File: src/rtl/definitions.sv
// definitions: slot-count macros NUM_DEV / NUM_DEV_BITS for chain_probe.
// Slots are numbered 0..NUM_DEV; no ports.
`ifndef CHAIN_PROBE_DEFINITIONS_SV
`define CHAIN_PROBE_DEFINITIONS_SV
`ifndef NUM_DEV
`define NUM_DEV 3
`endif
`ifndef NUM_DEV_BITS
`define NUM_DEV_BITS 2
`endif
`endif

File: src/rtl/chain_probe_pkg.sv
// chain_probe_pkg: shared JTAG constants, probe FSM state enum and TMS map.
// Exports NUM_SLOTS, TLR_LEN, IDCODE_LEN, state_t, tms_of(); no ports.
`include "definitions.sv"

package chain_probe_pkg;

  localparam int NUM_SLOTS  = `NUM_DEV + 1;
  localparam int TLR_LEN    = 5;
  localparam int IDCODE_LEN = 32;

  typedef enum logic [3:0] {
    IDLE,
    TLR,
    RTI,
    SEL_DR,
    CAP_DR,
    SHIFT,
    EXIT1,
    UPD,
    RTI_END,
    DONE
  } state_t;

  function automatic logic tms_of(input state_t s);
    logic v;
    unique case (s)
      RTI, CAP_DR, SHIFT, RTI_END: v = 1'b0;
      default:                     v = 1'b1;
    endcase
    return v;
  endfunction

endpackage

File: src/rtl/probe_slot_check.sv
// probe_slot_check: per-slot TDO capture and present decision.
// Ports: clk, rst(n), clr, sample, lsb_en|id_en, tdo -> present [, idcode if CHAIN_PROBE_IDCODE_EN].
module probe_slot_check
  import chain_probe_pkg::*;
#(
  parameter int                 PAT_LEN = 8,
  parameter logic [PAT_LEN-1:0] PATTERN = 8'hA5
) (
  input  logic                  clk,
  input  logic                  rst,
  input  logic                  clr,
  input  logic                  sample,
`ifdef CHAIN_PROBE_IDCODE_EN
  input  logic                  id_en,
  output logic [IDCODE_LEN-1:0] idcode,
`else
  input  logic                  lsb_en,
`endif
  input  logic                  tdo,
  output logic                  present
);

  logic [PAT_LEN-1:0] pat_sr;
  logic               lsb;

  // Every sample is shifted in; only the last PAT_LEN remain.
  always_ff @(posedge clk) begin
    if (!rst || clr) begin
      pat_sr <= '0;
    end else if (sample) begin
      pat_sr <= {tdo, pat_sr[PAT_LEN-1:1]};
    end
  end

`ifdef CHAIN_PROBE_IDCODE_EN
  logic [IDCODE_LEN-1:0] id_sr;

  always_ff @(posedge clk) begin
    if (!rst || clr) begin
      id_sr <= '0;
    end else if (sample && id_en) begin
      id_sr <= {tdo, id_sr[IDCODE_LEN-1:1]};
    end
  end

  assign lsb    = id_sr[0];
  assign idcode = present ? id_sr : '0;
`else
  always_ff @(posedge clk) begin
    if (!rst || clr) begin
      lsb <= 1'b0;
    end else if (sample && lsb_en) begin
      lsb <= tdo;
    end
  end
`endif

  assign present = lsb && (pat_sr == PATTERN);

endmodule

File: src/rtl/chain_probe.sv
// chain_probe: JTAG slot discovery; IDCODE LSB + echo pattern per slot.
// Ports: clk, rst(n), start -> tck, tms, tdi[], tdo[] in, active_chains, busy, done
// [, idcodes with CHAIN_PROBE_IDCODE_EN].
`include "definitions.sv"

module chain_probe
  import chain_probe_pkg::*;
#(
  parameter int                 PAT_LEN = 8,
  parameter logic [PAT_LEN-1:0] PATTERN = 8'hA5
) (
  input  logic                   clk,
  input  logic                   rst,
  input  logic                   start,
  output logic                   tck,
  output logic                   tms,
  output logic [`NUM_DEV:0]      tdi,
  input  logic [`NUM_DEV:0]      tdo,
  output logic [`NUM_DEV:0]      active_chains,
  output logic                   busy,
  output logic                   done
`ifdef CHAIN_PROBE_IDCODE_EN
  ,
  output logic [32*(`NUM_DEV+1)-1:0] idcodes
`endif
);

  localparam int TOT = IDCODE_LEN + PAT_LEN;
  localparam int CW  = $clog2(TOT + 1);
  localparam logic [TOT-1:0] SEQ = {PATTERN, {IDCODE_LEN{1'b0}}};

  state_t               state;
  state_t               nxt;
  logic [2:0]           cnt;
  logic [CW-1:0]        bit_cnt;
  logic [TOT-1:0]       tdi_sr;
  logic                 tdi_bit;
  logic                 running;
  logic                 accept;
  logic                 sample;
  logic [NUM_SLOTS-1:0] present;

  assign running = (state != IDLE) && (state != DONE);
  assign accept  = start && !busy
                && (state == IDLE || state == DONE);
  // tck is low before the edge that raises it: that is the sample edge.
  assign sample  = running && !tck
                && (state == SHIFT || state == EXIT1);
  assign tdi     = {NUM_SLOTS{tdi_bit}};

  always_comb begin
    nxt = state;
    unique case (state)
      TLR:     if (cnt == 3'(TLR_LEN - 1)) nxt = RTI;
      RTI:     nxt = SEL_DR;
      SEL_DR:  nxt = CAP_DR;
      CAP_DR:  nxt = SHIFT;
      SHIFT:   if (bit_cnt == CW'(TOT - 2)) nxt = EXIT1;
      EXIT1:   nxt = UPD;
      UPD:     nxt = RTI_END;
      RTI_END: nxt = DONE;
      default: nxt = state;
    endcase
  end

  always_ff @(posedge clk) begin
    if (!rst) begin
      state         <= IDLE;
      tck           <= 1'b0;
      tms           <= 1'b1;
      tdi_bit       <= 1'b0;
      cnt           <= '0;
      bit_cnt       <= '0;
      tdi_sr        <= '0;
      active_chains <= '0;
      busy          <= 1'b0;
      done          <= 1'b0;
    end else if (accept) begin
      state         <= TLR;
      tck           <= 1'b0;
      tms           <= tms_of(TLR);
      tdi_bit       <= 1'b0;
      cnt           <= '0;
      bit_cnt       <= '0;
      active_chains <= '0;
      busy          <= 1'b1;
      done          <= 1'b0;
    end else if (state == DONE) begin
      // One settle clk after the last TCK period, then publish.
      if (busy) begin
        busy          <= 1'b0;
        done          <= 1'b1;
        active_chains <= present;
      end
    end else if (running) begin
      tck <= !tck;
      if (tck) begin
        state <= nxt;
        tms   <= tms_of(nxt);
        cnt   <= (state == TLR && nxt == TLR) ? cnt + 3'd1 : '0;
        if (state == CAP_DR) begin
          bit_cnt <= '0;
          tdi_bit <= SEQ[0];
          tdi_sr  <= SEQ >> 1;
        end else if (state == SHIFT) begin
          bit_cnt <= bit_cnt + CW'(1);
          tdi_bit <= tdi_sr[0];
          tdi_sr  <= tdi_sr >> 1;
        end else begin
          tdi_bit <= 1'b0;
        end
      end
    end
  end

`ifdef CHAIN_PROBE_IDCODE_EN
  logic [32*NUM_SLOTS-1:0] id_all;
  logic                    id_en;

  assign id_en   = bit_cnt < CW'(IDCODE_LEN);
  assign idcodes = done ? id_all : '0;
`else
  logic lsb_en;

  assign lsb_en = bit_cnt == '0;
`endif

  for (genvar i = 0; i < NUM_SLOTS; i++) begin : g_slot
    probe_slot_check #(
      .PAT_LEN(PAT_LEN),
      .PATTERN(PATTERN)
    ) u_check (
      .clk     (clk),
      .rst     (rst),
      .clr     (accept),
      .sample  (sample),
`ifdef CHAIN_PROBE_IDCODE_EN
      .id_en   (id_en),
      .idcode  (id_all[32*i +: 32]),
`else
      .lsb_en  (lsb_en),
`endif
      .tdo     (tdo[i]),
      .present (present[i])
    );
  end

endmodule

File: config.mk
export PLATFORM = sky130hd
export DESIGN_NAME = chain_probe
export DESIGN_NICKNAME = d
export VERILOG_FILES = /design/src/rtl/chain_probe_pkg.sv /design/src/rtl/probe_slot_check.sv /design/src/rtl/chain_probe.sv
export VERILOG_INCLUDE_DIRS = /design/src /design/src/rtl
export SDC_FILE = /design/constraint.sdc
export NUM_CORES = 1
export LEC_CHECK = 0
export BUFFER_PORTS_ARGS = -buffer_cell sky130_fd_sc_hd__buf_2
export CAP_MARGIN = 15
export CELL_PAD_IN_SITES_DETAIL_PLACEMENT = 0
export CELL_PAD_IN_SITES_GLOBAL_PLACEMENT = 1
export CORE_MARGIN = 5
export CORE_UTILIZATION = 46
export DETAILED_ROUTE_END_ITERATION = 16
export GPL_TIMING_DRIVEN = 0
export HOLD_SLACK_MARGIN = 0.05
export PLACE_DENSITY = 0.83
export SYNTH_ARGS = -nofsm -noshare
export SYNTH_HDL_FRONTEND = slang
export SYNTH_SLANG_ARGS = --single-unit
File: constraint.sdc
create_clock -name clk -period 2.15 [get_ports clk]
set_clock_uncertainty 0.1 [all_clocks]
set_input_delay 0.645 -clock clk [delete_from_list [all_inputs] [get_ports clk]]
set_output_delay 0.645 -clock clk [all_outputs]
set_load 0.1 [all_outputs]
==> results of run 1 <==
-- stage by stage --
step	hold slack (ps)	setup TNS (ps)
after floorplan	331	0
after global placement	339	-424
after detailed placement	348	-639
after CTS	362	0
after global routing	381	0
final	356	0
-- area by class of cell --
| cell class | count | area [µm²] | share of cell area (%) |
|---|---|---|---|
| flip-flops and latches | 97 | 1940 | 44.9 |
| clock inverters | 4 | 33.8 | 0.780 |
| plain buffers | 36 | 171 | 3.96 |
| well taps | 105 | 131 | 3.03 |
| clock buffers | 12 | 165 | 3.81 |
| repair buffers | 18 | 92.6 | 2.14 |
| multi-input cells | 300 | 1760 | 40.7 |
| inverters | 8 | 30.0 | 0.693 |
-- critical path, stage by stage (launching register included) --
cell	delay, ps
dfxtp_1	420
buf_4	130
buf_2	410
-- repair_timing --
action                                  4_1_cts  5_1_grt
resized for setup                             0        1
hold buffers                                  0        0
endpoints found under the setup margin        0        1
-- how the worst max path moves through the flow --
stage | end | depth (start not counted)
after CTS | busy | 1
after global routing | tdi[1] | 2
after global placement | g_slot[1].u_check.lsb$_SDFFE_PP0P_ | 5
after floorplan | tms$_SDFFE_PP1P_ | 3
final | tdi[1] | 2
after detailed placement | g_slot[0].u_check.lsb$_SDFFE_PP0P_ | 5
-- layer usage --
| layer | vias to the layer above | track usage (%) |
|---|---|---|
| met3 | 12 | 3.41 |
| met2 | 61 | 24.9 |
| met1 | 1431 | 24.1 |
| met4 | 0 | 6.05 |
| li1 | 1581 | - |
| met5 | - | 0 |
-- Yosys cell counts --
cell type and n:
o311ai_0 1, nand3b_1 2, o31ai_4 1, o311a_1 2, nor3_1 1, xor2_1 6, a31oi_1 1, a21oi_2 1
buf_2 14, a211o_1 1, dfxtp_1 97, o31ai_1 2, and3_1 3, or3b_4 1, a22oi_1 36, nand4b_1 2
nand4bb_1 1, nor4bb_1 2, nor4_1 4, o31a_1 2, and2_1 5, nor2_1 13, xnor2_1 1, or3_1 3
inv_1 8, or2_2 1, a21oi_1 50, clkbuf_1 17, nand4_1 7, o21bai_1 2, o221a_2 3, ha_1 5
nand3_1 5, or4b_2 1, nand2_1 85, nor2b_1 37, a211oi_1 1, a41oi_1 1, mux2i_1 5, nor4b_1 1
nor3b_1 2, buf_4 5, o21ai_0 3
-- kinds of logic (layout without fill, tap and decap cells) --
logic type	count (synthesis)	count (layout)
flops	97	97
compound gates	107	107
simple gates	176	176
fa+ha+maj	5	5
mux	5	5
buf+inv	44	78
xor+xnor	7	7
-- power by group --
| group | internal [mW] | switching, mW | leakage [nW] |
|---|---|---|---|
| logic | 0.0461 | 0.112 | 0.596 |
| clock network | 0.526 | 0.619 | 0.0996 |
| registers | 1.80 | 0.00876 | 0.782 |
-- sequential cells by signal (all words and copies together) (netlist names), 3 cells and up --
name	cells
active_chains	4
bit_cnt	6
cnt	3
g_slot.u_check.lsb	4
g_slot.u_check.pat_sr	32
state	4
tdi_sr	39
-- layout by cell type (no fill, tap or decap), types with 6 or more instances in the layout --
cell type   n
buf_2      31
nor2_1     13
a22oi_1    36
dfxtp_1    96
nor2b_1    37
xor2_1      6
clkbuf_1   17
nand2_1    85
nand4_1     7
clkbuf_8   12
a21oi_1    50
inv_1       8
==> impl_metrics.csv, run 1 <==
group,metric,value,unit
sta,final_max_slew_viol_count,0,
floorplan,num_rows,33,
clock_network,post_cts_buffers,0,
setup_path,startpoint_type,"register",
global_route,grt-ovfl-total,0,
sta,max_slew.worst_pin.slew,687,ps
setup_path,worstReg2RegStart,"state[1]$_SDFFE_PP0P_",
synthesis,synthAdderAreaFrac,1.60,%
clock_network,clockBufferDepth,2,
clock_network,clock-sinks,97,
worst_hold_path,holdPathStages,2,
sta,hold_viol_final,0,
synthesis,synthCells,441,
global_route,grt_max_degree,17,
place,place.gp.congestion,0.846,
synthesis,synthTopCellsByArea,"dfxtp_1, nand2_1, a22oi_1",
synthesis,synth.distinct_cells,43,
drt,drc,0,
place,numPlacedInstances,564,
drt,vias_per_cell,5.32,
cells_and_area,syn_to_final_growth,10.9,%
clock_network,insertion_delay,360,ps
cells_and_area,finalNonFillerCells,580,
setup_path,rr_endpoint,"g_slot[1].u_check.lsb$_SDFFE_PP0P_",
drt,drt-initial-drc-count,209,
synthesis,ys_warn_count,0,
sta,period_share,95.9,%
setup_path,worst_r2r_path_depth,5,
power_and_ir_drop,cellLeakagePower,1.48,nW
floorplan,die_x,102,µm
synthesis,synth_top_family_by_area,"simple AND/OR/NAND/NOR gates",
floorplan,design.core.area,0.00826,mm²
clock_network,cts_buffers,9,
floorplan,die_area,0.0104,mm²
synthesis,yosysTopAreaCell,"dfxtp_1",
sta,rsz0062_at_grt,"false",
cells_and_area,diodes,0,
setup_path,path_class,"reg2out",
synthesis,synth-xor-area-share,1.57,%
cells_and_area,num-fill-cells,798,
global_route,grt_pass1_vias,2969,
sta,slew_headroom,53.8,%
global_route,grt_pass1_wl,14000,µm
flow_run,drv_cap,0,
place,io_buffers,18,
setup_path,setup.worst_path.start,"tdi_bit$_SDFFE_PP0P_",
power_and_ir_drop,peakVddDrop,0.292,mV
floorplan,start_util,47.3,%
drt,highest_layer,"met4",
worst_hold_path,worst_hold_path_type,"reg2reg",
worst_hold_path,hold_end,"active_chains[2]$_SDFFE_PP0P_",
power_and_ir_drop,p_per_area,719,mW/mm²
setup_path,critPathArrivalTime,1320,ps
clock_network,clkTransAtPathRegs,90,ps
sta,finalCriticalPeriod,2060,ps
setup_path,required,1400,ps
drt,vias,3085,
worst_hold_path,min-delay-start,"active_chains[2]$_SDFFE_PP0P_",
cells_and_area,drive_gt1_share,13.1,%
cells_and_area,final_util,52.4,%
floorplan,die_y,102,µm
drt,wl,7920,µm
clock_network,cts_root_buffer,"clkbuf_8",
place,dpl_worst_slack,-44.4,ps
clock_network,htreeDepth,3,
synthesis,synth.avg_cell_area,8.86,µm²
cells_and_area,final_nets,482,
run_status,status,"finished, final reports clean",
synthesis,synth_nets,453,
synthesis,seq_area_frac_synth,49.7,%
synthesis,yosys.area_share.simple,22.6,%
setup_path,worstPathMaxFanout,5,
synthesis,synth-compound-area-share,18.1,%
setup_path,end_kind,"primary output",
drt,dr.pass1.iters,5,
sta,setup_viol,0,
global_route,grt_usage,16.8,%
synthesis,synth_area,0.00391,mm²
drt,post_drt_wl_per_cell,13.6,µm
sta,finalWorstSetupSlack,89.1,ps
synthesis,synth.mux.area_fraction,1.28,%
drt,wl_met2,3470,µm
power_and_ir_drop,power,3.11,mW
synthesis,ys_ff_latch,97,
global_route,antenna_found_initial,0,
clock_network,cts_tree,"built",
place,place.detailed.hpwl,5560,µm
place,dpl_cell_area,0.00413,mm²
drt,dr_wl_met3,354,µm
cells_and_area,stdcell_area,0.00433,mm²
sta,fmax,485,MHz
synthesis,synthDominantCellAreaShare,49.7,%
floorplan,boundaryPins,19,
drt,ant_nets,0,
setup_path,r2r_slack,190,ps
drt,wl_met1,3970,µm
(Power assumes the default switching activity.)
==> run 2: changes to the inputs <==
--- a/config.mk
+++ b/config.mk
@@ -13,7 +13,6 @@
 export CORE_MARGIN = 5
 export CORE_UTILIZATION = 46
 export DETAILED_ROUTE_END_ITERATION = 16
-export GPL_TIMING_DRIVEN = 0
 export HOLD_SLACK_MARGIN = 0.05
 export PLACE_DENSITY = 0.83
 export SYNTH_ARGS = -nofsm -noshare
==> impl_metrics.csv, run 2 (synthesized netlist as in run 1, its figures left out) <==
group,metric,value,unit
run_status,status,"finished, final reports clean",
clock_network,insertion_delay,350,ps
cells_and_area,num-fill-cells,796,
clock_network,cts_root_buffer,"clkbuf_8",
drt,drc,0,
cells_and_area,drive_gt1_share,13.1,%
cells_and_area,stdcell_area,0.00434,mm²
drt,dr.pass1.iters,4,
sta,hold_ws,354,ps
clock_network,clockBufferDepth,2,
cells_and_area,diodes,0,
sta,rsz0062_at_grt,"false",
sta,fmax,490,MHz
setup_path,path_cells,"buf_2",
floorplan,die_x,102,µm
global_route,grt_pass1_wl,12600,µm
power_and_ir_drop,p_clk_share,36.9,%
sta,max_slew.worst_pin.slew,650,ps
drt,drt-initial-drc-count,148,
setup_path,startpoint_type,"register",
flow_run,drv_cap,0,
floorplan,start_util,47.3,%
global_route,grt_max_degree,43,
cells_and_area,mostFrequentLayoutCell,"dfxtp_1",
cells_and_area,reg_top3,"tdi_sr x39, g_slot.u_check.pat_sr x32, bit_cnt x6",
place,place.detailed.hpwl,4960,µm
setup_path,worstPathMaxFanout,10,
setup_path,worst_r2r_path_depth,5,
drt,wl,7510,µm
clock_network,clock-sinks,97,
setup_path,critPathMaxStageDelay,480,ps
power_and_ir_drop,p_switching,0.737,mW
global_route,grt_usage,15.1,%
cells_and_area,largest_register_ffs,39,
clock_network,clkTransAtPathRegs,90,ps
cells_and_area,syn_to_final_growth,11.1,%
sta,tns,0,ps
sta,period_share,95.0,%
floorplan,num_rows,33,
sta,final_max_slew_viol_count,0,
clock_network,htreeDepth,3,
setup_path,critPathArrivalTime,1300,ps
setup_path,cp-endpoint,"tck",
power_and_ir_drop,sw_frac_of_total,23.5,%
cells_and_area,final_nets,464,
sta,hold_viol_final,0,
setup_path,path_class,"reg2out",
setup_path,r2r_slack,240,ps
drt,post_drt_wl_per_cell,13.4,µm
clock_network,cts_resized,0,
sta,slew_headroom,56.3,%
worst_hold_path,worst_hold_path_type,"reg2reg",
power_and_ir_drop,p_per_area,725,mW/mm²
place,place.gp.congestion,0.819,
clock_network,ctsHoldBuffers,0,
power_and_ir_drop,p_int,2.41,mW
setup_path,worstReg2RegStart,"state[2]$_SDFFE_PP0P_",
floorplan,boundaryPins,19,
setup_path,rr_endpoint,"bit_cnt[4]$_SDFFE_PP0P_",
setup_path,end_kind,"primary output",
drt,vias,2980,
drt,vias_per_cell,5.30,
floorplan,die_area,0.0104,mm²
drt,ant_nets,0,
power_and_ir_drop,comb_power_share,5.5,%
cells_and_area,layout_common_cells,"dfxtp_1, nand2_1, a21oi_1",
setup_path,required,1400,ps
setup_path,critPathBufInv,1,
power_and_ir_drop,peakVddDrop,0.290,mV
cells_and_area,largest-register,"tdi_sr",
cells_and_area,final_util,52.5,%
sta,setup_viol,0,
global_route,grt_pass1_vias,2701,
place,io_buffers,18,
floorplan,die_y,102,µm
worst_hold_path,min-delay-start,"active_chains[1]$_SDFFE_PP0P_",
power_and_ir_drop,p_seq_share,57.6,%
clock_network,cts_buffers,9,
setup_path,slowest_stage,"buf_2",
place,dpl_cell_area,0.00414,mm²
setup_path,cpLargestDelayFamily,"buffers and inverters",
power_and_ir_drop,cellLeakagePower,1.46,nW
floorplan,design.core.area,0.00826,mm²
global_route,grt-ovfl-total,0,
setup_path,crit_cells,1,
clock_network,post_cts_buffers,0,
global_route,antenna_found_initial,0,
sta,finalCriticalPeriod,2040,ps
clock_network,cts_tree,"built",
setup_path,setup.worst_path.start,"tck$_SDFFE_PP0P_",
-- run 2: cell types whose count changed in the layout (fill, tap and decap cells not counted) --
cell	change
clkinv_2	+1
buf_12	+4
bufinv_16	+1
clkbuf_1	-16
clkbuf_8	-3
buf_2	-13
buf_4	+9
clkinvlp_4	+1
clkbuf_4	-1
inv_6	-1
-- run 2: worst min-delay path by stage --
stage	cells past startpoint	end
2_1_floorplan	2	g_slot[2].u_check.pat_sr[0]$_SDFFE_PP0P_
3_3_place_gp	2	active_chains[1]$_SDFFE_PP0P_
3_5_place_dp	2	active_chains[1]$_SDFFE_PP0P_
4_1_cts	2	active_chains[1]$_SDFFE_PP0P_
5_1_grt	2	g_slot[1].u_check.pat_sr[0]$_SDFFE_PP0P_
6_report	2	active_chains[1]$_SDFFE_PP0P_
-- run 2: power by group through the flow --
stage	registers (mW)	clock network, mW	logic [mW]
after detailed placement	1.85	0	0.172
after global placement	1.85	0	0.172
after floorplan	1.88	0	0.0893
final	1.81	1.16	0.173
after CTS	1.81	1.20	0.172
after global routing	1.81	1.27	0.184
-- run 2: stage by stage --
stage	std cells	power, mW	setup WS [ps]
after detailed placement	546	2.02	142
after floorplan	441	1.97	209
after global routing	562	3.27	68.8
after CTS	562	3.18	90.1
after global placement	546	2.02	156
final	562	3.14	108
-- run 2: area by class of cell --
cell class	count	area, µm²	area share [%]
clock buffers	10	128	2.94
multi-input cells	300	1760	40.6
flip-flops and latches	97	1940	44.8
well taps	105	131	3.03
inverters	8	30.0	0.692
clock inverters	6	67.6	1.56
repair buffers	36	275	6.35
-- run 2: per-layer routing --
layer	wire length [µm]	track usage [%]	vias up
met4	54	5.45	0
met3	245	3.62	4
met5	0	0	-
li1	-	-	1548
met1	3910	21.4	1388
met2	3300	22.5	40
==> run 3: changes to the inputs <==
--- a/config.mk
+++ b/config.mk
@@ -6,12 +6,13 @@
 export SDC_FILE = /design/constraint.sdc
 export NUM_CORES = 1
 export LEC_CHECK = 0
+export ABC_AREA = 1
 export BUFFER_PORTS_ARGS = -buffer_cell sky130_fd_sc_hd__buf_2
 export CAP_MARGIN = 15
 export CELL_PAD_IN_SITES_DETAIL_PLACEMENT = 0
 export CELL_PAD_IN_SITES_GLOBAL_PLACEMENT = 1
 export CORE_MARGIN = 5
-export CORE_UTILIZATION = 46
+export CORE_UTILIZATION = 45
 export DETAILED_ROUTE_END_ITERATION = 16
 export HOLD_SLACK_MARGIN = 0.05
 export PLACE_DENSITY = 0.83
==> impl_metrics.csv, run 3 <==
group,metric,value,unit
run_status,status,"finished, final reports clean",
power_and_ir_drop,peakVddDrop,0.343,mV
sta,setup_viol,0,
floorplan,design.core.area,0.00872,mm²
cells_and_area,layout_common_cells,"nand2_1, dfxtp_1, inv_1",
clock_network,clock-sinks,97,
flow_run,drv_cap,0,
setup_path,required,1400,ps
floorplan,boundaryPins,19,
synthesis,synth_area,0.00403,mm²
sta,finalWorstSetupSlack,155,ps
cells_and_area,diodes,0,
cells_and_area,largest_register_ffs,39,
setup_path,worstPathMaxFanout,5,
clock_network,cts_resized,0,
drt,vias,3146,
synthesis,synth-edff-count,0,
setup_path,slowest_stage,"buf_2",
synthesis,synthTopCellsByArea,"dfxtp_1, nand2_1, a21oi_1",
clock_network,clockBufferDepth,2,
cells_and_area,final_nets,548,
cells_and_area,drive_gt1_share,11.9,%
clock_network,cts_tree,"built",
power_and_ir_drop,cellLeakagePower,1.89,nW
setup_path,path_class,"reg2out",
global_route,grt-ovfl-total,0,
synthesis,synthDominantCellAreaShare,48.2,%
sta,period_share,92.8,%
global_route,grt_pass1_wl,12700,µm
floorplan,die_x,105,µm
drt,drc,0,
synthesis,synthCells,525,
place,dpl_worst_slack,257,ps
setup_path,startpoint_type,"register",
clock_network,cts_root_buffer,"clkbuf_8",
cells_and_area,final_util,50.0,%
sta,max_slew.worst_pin.slew,492,ps
floorplan,start_util,46.2,%
setup_path,critPathMaxStageDelay,460,ps
synthesis,yosysTopAreaCell,"dfxtp_1",
drt,dr.pass1.iters,4,
worst_hold_path,worst_hold_path_type,"reg2reg",
clock_network,ctsHoldBuffers,0,
global_route,grt_max_degree,39,
cells_and_area,syn_to_final_growth,8.23,%
cells_and_area,mostFrequentLayoutCell,"nand2_1",
sta,tns,0,ps
clock_network,insertion_delay,360,ps
clock_network,clkTransAtPathRegs,100,ps
sta,hold_viol_final,0,
synthesis,ys_warn_count,0,
clock_network,cts_buffers,9,
synthesis,synth-async-reset-ratio,0,%
drt,drt-initial-drc-count,150,
floorplan,die_y,105,µm
power_and_ir_drop,power,3.29,mW
synthesis,yosysMostFrequentCell,"nand2_1",
global_route,grt_usage,13.7,%
global_route,grt_pass1_vias,2858,
place,place.gp.congestion,0.804,
synthesis,ys_ff_latch,97,
drt,wl,7320,µm
drt,vias_per_cell,4.85,
setup_path,critPathBufInv,1,
setup_path,cpLargestDelayFamily,"buffers and inverters",
clock_network,htreeDepth,3,
place,io_buffers,18,
sta,finalCriticalPeriod,2000,ps
cells_and_area,largest-register,"tdi_sr",
place,place.detailed.hpwl,4900,µm
synthesis,synth.avg_cell_area,7.67,µm²
power_and_ir_drop,p_per_area,755,mW/mm²
setup_path,critPathArrivalTime,1250,ps
synthesis,synth_nets,537,
clock_network,post_cts_buffers,0,
floorplan,die_area,0.0109,mm²
drt,ant_nets,0,
drt,post_drt_wl_per_cell,11.3,µm
floorplan,num_rows,34,
sta,final_max_slew_viol_count,0,
setup_path,end_kind,"primary output",
synthesis,ys_top_cells_by_count,"nand2_1, dfxtp_1, inv_1, a21oi_1, o21ai_0",
setup_path,path_cells,"buf_2",
cells_and_area,reg_top3,"tdi_sr x39, g_slot.u_check.pat_sr x32, bit_cnt x6",
sta,fmax,501,MHz
synthesis,synth-main-ff-cell,"dfxtp_1",
sta,slew_headroom,67.1,%
global_route,antenna_found_initial,0,
sta,rsz0062_at_grt,"false",
synthesis,seq_area_frac_synth,48.2,%
synthesis,synth.distinct_cells,31,
## run 3: final cells by class
class                   count  area [µm²]
well taps                 108         135
flip-flops and latches     97        1940
inverters                  83         312
clock buffers              11         141
fillers                   853        4360
multi-input cells         316        1590
clock inverters             4        51.3
repair buffers             29         185
## run 3: path summary, 6_finish.rpt
kind | startpoint | slack [ps] | cells past startpoint | to
setup / recovery | tck$_SDFFE_PP0P_ | 150 | 1 | tck
hold / removal | tdi_sr[34]$_SDFFE_PN0P_ | 350 | 2 | tdi_sr[33]$_SDFFE_PN0P_
setup reg to reg | state[1]$_SDFFE_PP0P_ | 230 | 8 | g_slot[1].u_check.pat_sr[3]$_SDFFE_PP0P_
hold reg to reg | tdi_sr[34]$_SDFFE_PN0P_ | 350 | 2 | tdi_sr[33]$_SDFFE_PN0P_
## run 3: cell families after synthesis
kind of cell,synth area share (%)
AOI/OAI and AO/OA,18.7
adders and majority gates,1.55
DFF,48.2
xor gates and xnor gates,0.217
and+or+nand+nor,19.0
buffers and inverters,12.3
## run 3: per-layer routing
layer  wire, µm  vias to the layer above  global-route usage [%]
met1       3660                     1419                    17.4
li1           -                     1696                       -
met3        200                        4                    3.88
met5          0                        -                       0
met4         51                        0                    4.11
met2       3410                       27                    22.5
## run 3: stage by stage
stage	instances	hold slack, ps	instance area (µm²)
after floorplan	525	328	4030
after global placement	633	341	4170
after detailed placement	633	337	4170
after CTS	648	354	4360
after global routing	648	382	4360
final	648	352	4360
## run 3: where the power goes
group	total, mW	internal [mW]	switching, mW
clock network	1.17	0.566	0.600
registers	1.83	1.81	0.0209
logic	0.290	0.0830	0.207
total	3.29	2.46	0.828
